## src/rtl/wb_stage.sv

```systemverilog
// MEM/WB pipeline register with load formatting, writeback select and ID-stage bypass.
// Optional retired-instruction counter enabled by defining WB_INSTRET_EN.
module wb_stage #(
   parameter int unsigned XLEN     = 32,
   parameter logic [31:0] RESET_PC = 32'h0000_0000
) (
   input  logic            clk,
   input  logic            rst,
   input  logic            stall,
   input  logic            flush,
   input  logic            m_valid,
   input  logic [31:0]     m_pc,
   input  logic [4:0]      m_rd,
   input  logic            m_reg_wen,
   input  logic [1:0]      m_wb_sel,
   input  logic [2:0]      m_funct3,
   input  logic [XLEN-1:0] m_alu_res,
   input  logic [XLEN-1:0] m_mem_rdata,
   input  logic [XLEN-1:0] m_imm,
   input  logic [4:0]      id_rs1,
   input  logic [4:0]      id_rs2,
   input  logic [XLEN-1:0] id_rs1_rf,
   input  logic [XLEN-1:0] id_rs2_rf,
   output logic [XLEN-1:0] id_rs1_val,
   output logic [XLEN-1:0] id_rs2_val,
   output logic            rf_wen,
   output logic [4:0]      rf_rd,
   output logic [XLEN-1:0] rf_wdata,
   output logic            wb_valid,
   output logic [31:0]     wb_pc,
   output logic [63:0]     instret
);

   localparam logic [1:0] SEL_ALU  = 2'b00;
   localparam logic [1:0] SEL_LOAD = 2'b01;
   localparam logic [1:0] SEL_PC4  = 2'b10;

   logic            valid_q,   valid_d;
   logic [31:0]     pc_q,      pc_d;
   logic [4:0]      rd_q,      rd_d;
   logic            reg_wen_q, reg_wen_d;
   logic [1:0]      wb_sel_q,  wb_sel_d;
   logic [2:0]      funct3_q,  funct3_d;
   logic [XLEN-1:0] alu_res_q, alu_res_d;
   logic [XLEN-1:0] rdata_q,   rdata_d;
   logic [XLEN-1:0] imm_q,     imm_d;

   // Flush only clears the valid bit; the payload is left as-is.
   always_comb begin
      valid_d   = valid_q;
      pc_d      = pc_q;
      rd_d      = rd_q;
      reg_wen_d = reg_wen_q;
      wb_sel_d  = wb_sel_q;
      funct3_d  = funct3_q;
      alu_res_d = alu_res_q;
      rdata_d   = rdata_q;
      imm_d     = imm_q;
      if (flush) begin
         valid_d = 1'b0;
      end else if (!stall) begin
         valid_d   = m_valid;
         pc_d      = m_pc;
         rd_d      = m_rd;
         reg_wen_d = m_reg_wen;
         wb_sel_d  = m_wb_sel;
         funct3_d  = m_funct3;
         alu_res_d = m_alu_res;
         rdata_d   = m_mem_rdata;
         imm_d     = m_imm;
      end
   end

   always_ff @(posedge clk or posedge rst) begin
      if (rst) begin
         valid_q   <= 1'b0;
         pc_q      <= RESET_PC;
         rd_q      <= '0;
         reg_wen_q <= 1'b0;
         wb_sel_q  <= '0;
         funct3_q  <= '0;
         alu_res_q <= '0;
         rdata_q   <= '0;
         imm_q     <= '0;
      end else begin
         valid_q   <= valid_d;
         pc_q      <= pc_d;
         rd_q      <= rd_d;
         reg_wen_q <= reg_wen_d;
         wb_sel_q  <= wb_sel_d;
         funct3_q  <= funct3_d;
         alu_res_q <= alu_res_d;
         rdata_q   <= rdata_d;
         imm_q     <= imm_d;
      end
   end

   logic [7:0]      ld_byte;
   logic [15:0]     ld_half;
   logic [XLEN-1:0] ld_data;

   // Halfword select uses only off[1]; misaligned halfwords are not trapped.
   always_comb begin
      ld_byte = rdata_q[7:0];
      case (alu_res_q[1:0])
         2'd1:    ld_byte = rdata_q[15:8];
         2'd2:    ld_byte = rdata_q[23:16];
         2'd3:    ld_byte = rdata_q[31:24];
         default: ld_byte = rdata_q[7:0];
      endcase
      ld_half = alu_res_q[1] ? rdata_q[31:16] : rdata_q[15:0];
      case (funct3_q)
         3'b000:  ld_data = {{24{ld_byte[7]}}, ld_byte};
         3'b100:  ld_data = {24'd0, ld_byte};
         3'b001:  ld_data = {{16{ld_half[15]}}, ld_half};
         3'b101:  ld_data = {16'd0, ld_half};
         default: ld_data = rdata_q;
      endcase
   end

   always_comb begin
      case (wb_sel_q)
         SEL_ALU:  rf_wdata = alu_res_q;
         SEL_LOAD: rf_wdata = ld_data;
         SEL_PC4:  rf_wdata = pc_q + 32'd4;
         default:  rf_wdata = imm_q;
      endcase
   end

   assign rf_wen   = valid_q & reg_wen_q & (rd_q != 5'd0);
   assign rf_rd    = rd_q;
   assign wb_valid = valid_q;
   assign wb_pc    = pc_q;

   // The register file commits at the next edge, so forward the pending write.
   assign id_rs1_val = (rf_wen && (rf_rd == id_rs1)) ? rf_wdata : id_rs1_rf;
   assign id_rs2_val = (rf_wen && (rf_rd == id_rs2)) ? rf_wdata : id_rs2_rf;

`ifdef WB_INSTRET_EN
   logic [63:0] instret_q, instret_d;

   always_comb begin
      instret_d = instret_q;
      if (valid_q && !stall && !flush) instret_d = instret_q + 64'd1;
   end

   always_ff @(posedge clk or posedge rst) begin
      if (rst) instret_q <= 64'd0;
      else     instret_q <= instret_d;
   end

   assign instret = instret_q;
`else
   assign instret = 64'd0;
`endif

endmodule

```

## config.mk

```make
export PLATFORM = sky130hd
export DESIGN_NAME = wb_stage
export DESIGN_NICKNAME = d
export VERILOG_FILES = /design/src/rtl/wb_stage.sv
export SDC_FILE = /design/constraint.sdc
export NUM_CORES = 1
export LEC_CHECK = 0
export ABC_AREA = 0
export BUFFER_PORTS_ARGS = -buffer_cell sky130_fd_sc_hd__buf_2
export CAP_MARGIN = 20
export CORE_AREA = 2 2 161 163
export DETAILED_ROUTE_END_ITERATION = 16
export DIE_AREA = 0 0 163 165
export GPL_TIMING_DRIVEN = 0
export SKIP_CTS_REPAIR_TIMING = 1
export SYNTH_ARGS = -nofsm -noshare
export SYNTH_HDL_FRONTEND = slang
export SYNTH_SLANG_ARGS = --single-unit
```

## constraint.sdc

```tcl
create_clock -name clk -period 4.9 [get_ports clk]
set_input_delay 0.245 -clock clk [delete_from_list [all_inputs] [get_ports clk]]
set_output_delay 0.245 -clock clk [all_outputs]
set_load 0.03 [all_outputs]
```

# Yosys cells after proc, flatten, opt, wreduce, memory -nomap -nowiden
# Cells that the tools add are included.
# op_classes
reduce_logical	6
bitwise	4
eq_ne	11
n_mux	8
add_sub_neg	1
# ops
op	count
$pmux W32 S4	1
$pmux W32 S3	1
$mux W32	2
$add A32 B3 Y32 const B	1
$pmux W8 S3	1
$mux W16	1
$eq A5 B5 Y1	2
$eq A2 B2 Y1 const B	3
$eq A3 B3 Y1 const B	2
$reduce_bool A5 Y1	1
$eq A2 B1 Y1 const B	2
$eq A3 B1 Y1 const B	1
$logic_not A3 Y1	1
$and A1 B1 Y1	2
$logic_and A1 B1 Y1	2
$logic_not A2 Y1	1
$mux W1	2
$ne A2 B1 Y1 const B	1
$not A1 Y1	2
$reduce_and A2 Y1	1
# word_totals
reg_bits	140
inputBits	218

# Longest topological paths before layout
# depth
word_depth	5
mapped_depth	8
depth_no_buf	7

# Worst setup path before layout
# Ideal clock, no wire load.
# synth_timing
kind	reg-to-output
startpoint	reg pc_q[7] (netlist: wb_pc[7])
endpoint	out id_rs1_val[30]
stages_incl_launch_ff	8
arrival_time_ps	2985
path_slack_ps	1670
t_required_ps	4655
path_cell_list	dfrtp_1 > nand4_4 > or4_4 > buf_6 > nor4_1 > mux2_2 > o211ai_1 > mux2_2
# synth_via
elab_chain_cells	3
# synth_rtl
element	line_no	text
start: declaration	39	logic [31:0] pc_q, pc_d;
start signal: assignment	87	pc_q <= pc_d;
$add A32 B3 Y32	125	SEL_PC4: rf_wdata = pc_q + 32'd4;
$pmux W32 S3	122	case (wb_sel_q)
net rf_wdata[30]	28	output logic [XLEN-1:0] rf_wdata,
$mux W32	136	assign id_rs1_val = (rf_wen && (rf_rd == id_rs1)) ? rf_wdata : id_rs1_rf;
end: declaration	24	output logic [XLEN-1:0] id_rs1_val,
# The timed path passes the listed nets, and every way through them passes these cells.

# Worst setup path in the final report
# layout_timing
startpoint	reg pc_q[2] (netlist: wb_pc[2])
endpoint	out id_rs1_val[12]
# layout_via
elab_chain_cells	3
# layout_rtl
element	line_no
$add A32 B3 Y32	125
$pmux W32 S3	122
$mux W32	136
# No other way between the ends.

==> impl_metrics.env <==
export IMPL_status="complete, no violations"
export IMPL_fp_dieW_um=163
export IMPL_hold_slack_ns=0.0250
export IMPL_die_area_mm2=0.0269
export IMPL_cp_arrival_ns=3.71
export IMPL_route_vias_total=8184
export IMPL_grt_pass1_vias=7875
export IMPL_avgViaCountPerCell=5.15
export IMPL_clock_skew_ns=0
export IMPL_final_nets=1464
export IMPL_p_sw_share_pct=38.2
export IMPL_ant_nets=0
export IMPL_multi_input_area_mm2=0.00464
export IMPL_route_detailed_drc=0
export IMPL_cp_num_buf_inv=1
export IMPL_ys_seq_elements=140
export IMPL_cts_sinks=140
export IMPL_synth_edff_count=0
export IMPL_post_route_min_period_ns=3.96
export IMPL_slew_headroom_pct=29.4
export IMPL_syn_inst=806
export IMPL_required_ns=4.66
export IMPL_clk_latency_ns=0.43
export IMPL_pwr_share_comb_pct=33.4
export IMPL_total_power_mw=4.48
export IMPL_wl_mm=35.2
export IMPL_cts_buffers=17
export IMPL_wl_per_cell_um=22.2
export IMPL_gp_congestion=0.921
export IMPL_yosys_top_cells_area="dfrtp_1, mux2_2, buf_4, nand2_1, clkbuf_1"
export IMPL_synth_cell_types=64
export IMPL_clk_pin_slew_worst_paths_ns=0.06
export IMPL_vdd_drop_max_mv=0.210
export IMPL_p_sw_mw=1.71
export IMPL_tns_ns=0
export IMPL_cts_tree="done"
export IMPL_cp_start_kind="register"
export IMPL_crit_chain="ha_1 > nand4_1 > nor3_1 > xor2_1 > a222oi_1 > o21ai_0 > mux2_2 > buf_2"
export IMPL_cap_viol_max_count=0
export IMPL_syn_cell_area_mm2=0.00864
export IMPL_grt_usage_pct=25.5
export IMPL_fin_util_pct=47.0
export IMPL_crit_family="compound AO/OA/AOI/OAI gates"
export IMPL_post_place_cells=1554
export IMPL_fin_cells=1589
export IMPL_hold_class="input port to register"
export IMPL_start_util_pct=34.5
export IMPL_avgSynthCellArea_um2=10.7
export IMPL_port_buffers=352
export IMPL_path_class="register to primary output"
export IMPL_critPathMaxFanout=8
export IMPL_grt_first_pass_wirelength_mm=49.6
export IMPL_internal_power_mw=2.77
export IMPL_synth_top_cell_by_area="dfrtp_1"
export IMPL_holdPathStages=3
export IMPL_r2r_cells=4
export IMPL_yosysTopAreaCellShare_pct=40.6
export IMPL_crit_cells=8
export IMPL_pwr_share_clk_pct=32.5
export IMPL_io_pins=417
export IMPL_ys_flop_type="dfrtp_1"
export IMPL_antenna_found_initial=1
export IMPL_ys_async_sr_fraction_pct=100
export IMPL_max_freq_ghz=0.253
export IMPL_nFillCells=2459
export IMPL_grt_ovfl_total=0
export IMPL_ys_seq_area_share_pct=40.6
export IMPL_powerDensity_mw_per_mm2=381
export IMPL_rsz0062_at_grt="false"
export IMPL_setup_viol=0
export IMPL_row_count=58
export IMPL_critPathMaxStageDelay_ns=0.53
export IMPL_finalCritPeriodShare_pct=80.7
export IMPL_cp_slowest_cell="dfrtp_1"
export IMPL_post_dp_hpwl_mm=28.2
export IMPL_drv_slew=0
export IMPL_regToRegSetupSlack_ns=3.17
export IMPL_clockBufferDepth=2
export IMPL_seqCellArea_mm2=0.00350
export IMPL_hold_violations=0
export IMPL_clock_root_buffer="clkbuf_16"
export IMPL_cts_max_level=4
export IMPL_die_y_um=165
export IMPL_synth_warnings=0
export IMPL_seqPwrFrac_pct=34.1
export IMPL_grt_max_degree=86
export IMPL_drive_gt1_share_pct=52.9
export IMPL_end_kind="primary output"
export IMPL_p_leak_nw=5.45
export IMPL_worstMarginPinSlew_ns=1.06
export IMPL_area_growth_synth_to_final_pct=36.4
export IMPL_fp_coreArea_mm2=0.0250
export IMPL_drt_pre_antenna_iters=7
export IMPL_drtIter0Drc=511
==> worst paths after layout <==
kind | start | to
max in group asynchronous | rst | rdata_q[22]
min | m_pc[14] | wb_pc[14]
max reg2reg | funct3_q[1] | funct3_q[1]
min in group asynchronous | rst | wb_pc[4]
min reg2reg | alu_res_q[7] | alu_res_q[7]
max | wb_pc[2] | id_rs1_val[12]
==> sequential cells by signal, indices dropped and copies added (netlist names) <==
signal	count
funct3_q	3
wb_valid	1
wb_pc	32
rf_rd	5
wb_sel_q	2
rdata_q	32
imm_q	32
reg_wen_q	1
alu_res_q	32
==> per-stage QoR <==
stage / cell area (µm²) / setup slack (ns)
floorplan: 8870 / 0.902
global placement: 11000 / -0.917
detailed placement: 11100 / 1.41
CTS: 11800 / 0.920
global route: 11800 / 0.780
finish: 11800 / 0.944
==> cells in the mapped netlist (12+ instances only) <==
| cell | instances |
|---|---|
| a21oi_1 | 18 |
| mux2_2 | 197 |
| nand2_1 | 48 |
| buf_4 | 64 |
| nor2_1 | 38 |
| dfrtp_1 | 140 |
| mux2i_1 | 12 |
| nand3_1 | 16 |
| o21ai_0 | 29 |
| nor4_1 | 12 |
| clkbuf_1 | 40 |
| inv_1 | 13 |
| xnor2_1 | 14 |
| o22ai_1 | 14 |
==> worst reg2reg max path, stage by stage, from the launching register on <==
cell      delay (ns)
dfrtp_1         0.40
inv_1           0.07
clkbuf_1        0.39
clkbuf_1        0.55
o21ai_0         0.18
==> power by group through the flow <==
stage                     clock (mW)  combinational (mW)  sequential (mW)
after global placement             0                1.48             1.54
after global routing            1.52                1.59             1.55
after detailed placement           0                1.49             1.54
final                           1.46                1.50             1.53
after floorplan                    0               0.919             1.55
after CTS                       1.46                1.50             1.52
==> kinds of logic after synthesis <==
kind of cell               synth area share [%]
and+or+nand+nor                            9.37
adders and majority gates                 0.145
xor gates and xnor gates                   2.54
buffers and inverters                      8.60
muxes                                      27.2
DFF                                        40.6
AOI/OAI and AO/OA                          11.5
other                                    0.0434
==> layer usage <==
metal / up-vias / share of wire (%) / global-route usage [%]
met4: 0 / 2.3 / 8.05
met5: - / 0 / 0
li1: 3726 / - / -
met2: 449 / 52 / 47.5
met1: 3958 / 38 / 29.4
met3: 51 / 7.6 / 5.00
==> layout by cell type (no fill, tap or decap), types with 9 or more instances in the layout <==
cell type and n:
buf_2 355, mux2_2 197, dfrtp_1 140, buf_4 66, conb_1 64, nand2_1 48, clkbuf_1 42, nor2_1 38
o21ai_0 29, a21oi_1 18, clkbuf_16 17, nand3_1 16, o22ai_1 14, xnor2_1 14, inv_1 12, mux2i_1 12
nor3_1 11, xor2_1 11, nor4_1 10, a31oi_1 10, o221ai_1 10, a211oi_1 9
==> cell type report <==
class | instances | share of cell area, %
Multi-Input combinational cell | 600 | 39.4
Sequential cell | 140 | 29.7
Timing Repair Buffer | 357 | 15.5
Buffer | 116 | 5.90
Clock buffer | 19 | 3.68
Tap cell | 330 | 3.51
Clock inverter | 13 | 1.83
Inverter | 13 | 0.457
Antenna cell | 1 | 0.0212
Power figures use the tool's default switching activity.
